--- src/rtl/riscv_fetch_pkg.sv ---
// Shared constants, state encoding and queue entry layout for the fetch unit.
package riscv_fetch_pkg;

    localparam logic [31:0] DEFAULT_RESET_PC = 32'h0000_0000;
    localparam logic [31:0] PC_STEP          = 32'd4;
    localparam int          FIFO_DEPTH       = 2;
    localparam logic [31:0] HALT_WORD        = 32'h0000_0000;

    typedef enum logic {
        ST_RUN  = 1'b0,
        ST_HALT = 1'b1
    } fetch_state_t;

    typedef struct packed {
        logic [31:0] pc;
        logic [31:0] inst;
    } fetch_entry_t;

endpackage

--- src/rtl/fetch_fifo.sv ---
// Two-entry shift queue of {pc, inst}; slot 0 is always the head, so the head is read straight from a register.
module fetch_fifo
    import riscv_fetch_pkg::*;
(
    input  logic        clk,
    input  logic        rst,
    input  logic        i_push,
    input  logic [63:0] i_push_data,
    input  logic        i_pop,
    input  logic        i_flush,
    output logic [63:0] o_head,
    output logic        o_full,
    output logic        o_empty
);

    localparam int CW = $clog2(FIFO_DEPTH + 1);

    logic [63:0]   r_entry [FIFO_DEPTH];
    logic [CW-1:0] r_count;
    logic          w_pop;
    logic          w_push;

    assign o_full  = (r_count == CW'(FIFO_DEPTH));
    assign o_empty = (r_count == '0);
    assign o_head  = r_entry[0];

    // A push into a full queue is only legal when the head leaves on the same edge.
    assign w_pop  = i_pop && !o_empty;
    assign w_push = i_push && (!o_full || w_pop);

    always_ff @(posedge clk) begin
        if (rst) begin
            r_count <= '0;
            for (int i = 0; i < FIFO_DEPTH; i++) begin
                r_entry[i] <= '0;
            end
        end else if (i_flush) begin
            r_count <= '0;
        end else if (w_pop && w_push) begin
            if (r_count == CW'(1)) begin
                r_entry[0] <= i_push_data;
            end else begin
                r_entry[0] <= r_entry[1];
                r_entry[1] <= i_push_data;
            end
        end else if (w_pop) begin
            r_entry[0] <= r_entry[1];
            r_count    <= r_count - CW'(1);
        end else if (w_push) begin
            r_entry[r_count[0]] <= i_push_data;
            r_count             <= r_count + CW'(1);
        end
    end

endmodule

--- src/rtl/inst_fetch_unit.sv ---
// Sequential instruction fetch: PC/state control feeding a two-entry queue toward decode, with redirect and halt-on-zero.
module inst_fetch_unit
    import riscv_fetch_pkg::*;
#(
    parameter logic [31:0] RESET_PC     = DEFAULT_RESET_PC,
    parameter bit          HALT_ON_ZERO = 1'b1
)(
    input  logic        clk,
    input  logic        rst,
    output logic [31:0] imem_addr,
    input  logic [31:0] imem_data,
    input  logic        redirect_valid,
    input  logic [31:0] redirect_pc,
    output logic        out_valid,
    input  logic        out_ready,
    output logic [31:0] out_inst,
    output logic [31:0] out_pc,
    output logic        halted
);

    fetch_state_t r_state;
    logic [31:0]  r_pc;
    fetch_entry_t w_head;
    fetch_entry_t w_newEntry;
    logic         w_full;
    logic         w_empty;
    logic         w_deq;
    logic         w_slotFree;
    logic         w_zeroWord;
    logic         w_fetchTry;
    logic         w_enq;
    logic         w_haltNow;

    assign imem_addr = r_pc >> 2;
    assign out_valid = !w_empty;
    assign out_inst  = w_head.inst;
    assign out_pc    = w_head.pc;
    assign halted    = (r_state == ST_HALT);

    // A redirect voids any handshake, so the head stays put while the queue is flushed.
    assign w_deq      = out_valid && out_ready && !redirect_valid;
    assign w_slotFree = !w_full || w_deq;
    assign w_zeroWord = HALT_ON_ZERO && (imem_data == HALT_WORD);
    assign w_fetchTry = (r_state == ST_RUN) && !redirect_valid && w_slotFree;
    assign w_enq      = w_fetchTry && !w_zeroWord;
    assign w_haltNow  = w_fetchTry && w_zeroWord;

    assign w_newEntry.pc   = r_pc;
    assign w_newEntry.inst = imem_data;

    fetch_fifo u_fifo (
        .clk         (clk),
        .rst         (rst),
        .i_push      (w_enq),
        .i_push_data (w_newEntry),
        .i_pop       (w_deq),
        .i_flush     (redirect_valid),
        .o_head      (w_head),
        .o_full      (w_full),
        .o_empty     (w_empty)
    );

    always_ff @(posedge clk) begin
        if (rst) begin
            r_pc    <= RESET_PC;
            r_state <= ST_RUN;
        end else if (redirect_valid) begin
            r_pc    <= redirect_pc & ~32'h0000_0003;
            r_state <= ST_RUN;
        end else if (w_enq) begin
            r_pc <= r_pc + PC_STEP;
        end else if (w_haltNow) begin
            r_state <= ST_HALT;
        end
    end

endmodule
--- config.mk ---
export PLATFORM = sky130hd
export DESIGN_NAME = inst_fetch_unit
export DESIGN_NICKNAME = d
export VERILOG_FILES = /design/src/rtl/riscv_fetch_pkg.sv /design/src/rtl/fetch_fifo.sv /design/src/rtl/inst_fetch_unit.sv
export SDC_FILE = /design/constraint.sdc
export NUM_CORES = 1
export LEC_CHECK = 0
export CAP_MARGIN = 20
export CORE_ASPECT_RATIO = 0.9
export CORE_MARGIN = 8
export CORE_UTILIZATION = 51
export CTS_BUF_LIST = sky130_fd_sc_hd__clkbuf_16
export DETAILED_ROUTE_END_ITERATION = 8
export PLACE_DENSITY = 0.92
export REMOVE_ABC_BUFFERS = 1
export SYNTH_ARGS = -nofsm -noshare
export SYNTH_HDL_FRONTEND = slang
export SYNTH_HIERARCHICAL = 1
export SYNTH_SLANG_ARGS = --single-unit
--- constraint.sdc ---
create_clock -name clk -period 6.5 [get_ports clk]
set_input_delay 0.65 -clock clk [delete_from_list [all_inputs] [get_ports clk]]
set_output_delay 0.65 -clock clk [all_outputs]
set_load 0.05 [all_outputs]
==> out/metrics.cfg <==
[outcome]
status = finished clean

[routing]
via_per_inst = 6.343
dr_wl_met2_mm = 9.925
vias = 5829
drt-pass1-iter-count = 7
drtIter0Drc = 672
drt-met1-wl_mm = 8.382
wire_per_inst_um = 22.49
top_layer = met4
met3_length_mm = 2.145
ant_nets = 0
totalWireLength_mm = 20.67
drc = 0

[cts]
cts_setup_buffers = 0
cts_made_buffers = 17
cts_max_level = 4
path_clk_slew_ps = 60
clockBufferDepth = 2
root_buffer = clkbuf_16
cts_hold_buf = 0
cts_num_sinks = 161
ctsResizeCount = 0
cts_tree = yes
clk_latency_ps = 420

[job]
cap_violations = 0

[timing]
hold_viol = 0
worst_pin_slew_ps = 1098
period_share_pct = 73.69
rsz0062_at_grt = no
slew_violations = 0
period_minus_slack_ps = 4790
finalSetupViolCount = 0
max_freq_mhz = 208.8
setup_tns_ps = 0
max-slew-margin-rel_pct = 26.80
finClkSkew_ps = 11.98

[synthesis]
synthCells = 570
synth_cell_types = 64
async_reset_ff_share_pct = 0
netlist_area_um2 = 7383
ys.flop_type = edfxtp_1
synth-seq-cells = 161
ys_warn_count = 6
synth.yosys.seq_area_share_pct = 61.01
synth-edff-count = 128
syn_area_per_cell_um2 = 12.95

[grt]
grt_pass1_vias = 5695
grt_usage_pct = 21.96
grt.overflow.total = 0
grt_start_max_net_pins = 130
grt_pass1_wl_mm = 31.50
antenna_found_initial = 0

[worst_setup_path]
crit_buf_inv = 4
crit_type = primary input to register
path_delay_family = buffers and inverters
path_max_fanout = 40
cp_cell_sequence = clkdlybuf4s50_1, nor4_1, nand4_1, o21ai_2, buf_4, inv_2, a21boi_0, ha_1, a21boi_1, and4b_2, buf_4, a32o_1
cp.required_ps = 6770
path_depth = 12
cp_slowest_cell = and4b_2
slowest_delay_ps = 910
critPathCaptureType = register
rr_worst_depth = 12
cpMostUsedCell = buf_4
worstPathArrival_ps = 5060
startpoint_type = primary input

[final_layout]
layout_common_cells = clkdlybuf4s50_1 (160), edfxtp_1 (128), and3_1 (71)
multi_input_area_um2 = 2552
drive_gt1_share_pct = 8.264
fill_cells = 937
finalNetCount = 786
seqCellArea_um2 = 4504
insertedDiodeCount = 0
syn_to_final_growth_pct = 30.50
fin_util_pct = 68.30
final_common_cell = clkdlybuf4s50_1

[power]
powerDensity_nw_per_um2 = 271.4
p_leak_nw = 3.555
ir_worst_vdd_v = 0.0001847

[placement]
post-dp-hpwl_mm = 13.21
portBuffers = 161
routabilityCongestion = 0.7899

[floorplanning]
fp.dieW_um = 142.8
core_area_um2 = 14110
initial_utilization_pct = 52.34
num_io_pins = 166
dieArea_um2 = 18590
die_y_um = 130.1
std_cell_rows = 41

[hold_path]
hold_path_depth = 2
min_path_type = register to register

-- worst paths after layout --
path	from	endpoint	slack, ps
min	halted$_SDFFE_PP0P_	halted$_SDFFE_PP0P_	520
max reg2reg	u_fifo/r_count[0]$_SDFFE_PP0P_	u_fifo/r_entry[1][30]$_DFFE_PP_	1850
max	imem_data[18]	u_fifo/r_entry[0][19]$_DFFE_PP_	1710
min reg2reg	halted$_SDFFE_PP0P_	halted$_SDFFE_PP0P_	520
-- layer usage --
layer	global-route usage, %	vias up
met5	0	-
met3	6.864	16
li1	-	2612
met1	27.56	2851
met4	5.680	0
met2	36.30	350
-- power breakdown --
part           switching [mW]  internal, mW
logic                   0.281         0.140
clock network           0.385         0.594
registers              0.0404          1.17
-- cells in the mapped netlist, drive strengths merged, types with 4 or more instances --
cell type  count  area (um^2)
a21oi          8        40.04
nand4         14        115.1
nand3         12        60.06
buf           24        216.5
or3            7        45.05
nor3           6        30.03
a211oi         4        30.03
nor2          13        48.80
ha             5        62.56
clkbuf        28        105.1
dfxtp         33        660.6
nand2         33        123.9
and4           4        35.03
and3          72        451.7
a32o          64        640.6
nor4          10        77.57
a311oi         5        43.79
a21boi         8        60.06
a31oi         13        81.33
o211ai         7        52.55
edfxtp       128         3844
o31a           9        81.33
a32oi          5        43.79
o311ai         4        35.03
inv           15        56.30
-- sequential cells by signal (all words and copies together), names as in the netlist --
name and cells:
u_fifo/r_count 2, halted 1, u_fifo/r_entry 128, r_pc 30
-- cell families (layout without fill, tap and decap cells) --
group,after synthesis,after routing,synth area share [%]
xor+xnor,2,2,0.2373
compound gates,146,146,17.37
other cells,1,6,0.05079
flops,161,161,61.01
mux,4,4,0.5762
fa+ha+maj,5,5,0.8473
simple gates,184,184,14.79
buf+inv,67,218,5.118
-- worst register-to-register path: cells and delay by family (launching register included) --
kind            cells  cell delay, ps
flops               1             450
fa+ha+maj           2             660
simple gates        1             160
buf+inv             4            1580
compound gates      5            1410
-- per-stage QoR --
stage / cells / worst slack [ps] / instance area [um^2] / total power [mW] / hold WS (ps)
after floorplan: 523 / 69.74 / 7081 / 1.469 / 512.1
after global placement: 886 / 1603 / 9029 / 1.639 / 498.7
after detailed placement: 886 / 1381 / 9029 / 1.652 / 511.0
after CTS: 918 / 1750 / 9608 / 2.622 / 522.9
after global routing: 919 / 1505 / 9635 / 2.692 / 547.9
final: 919 / 1710 / 9635 / 2.615 / 516.9
-- area by class of cell --
class,count,area share (%)
Timing Repair Buffer,171,17.66
Tap cell,193,2.506
Clock inverter,15,1.597
Inverter,15,0.5843
Sequential cell,161,46.75
Multi-Input combinational cell,347,26.49
Clock buffer,17,4.415
Power figures use the tool's default switching activity.
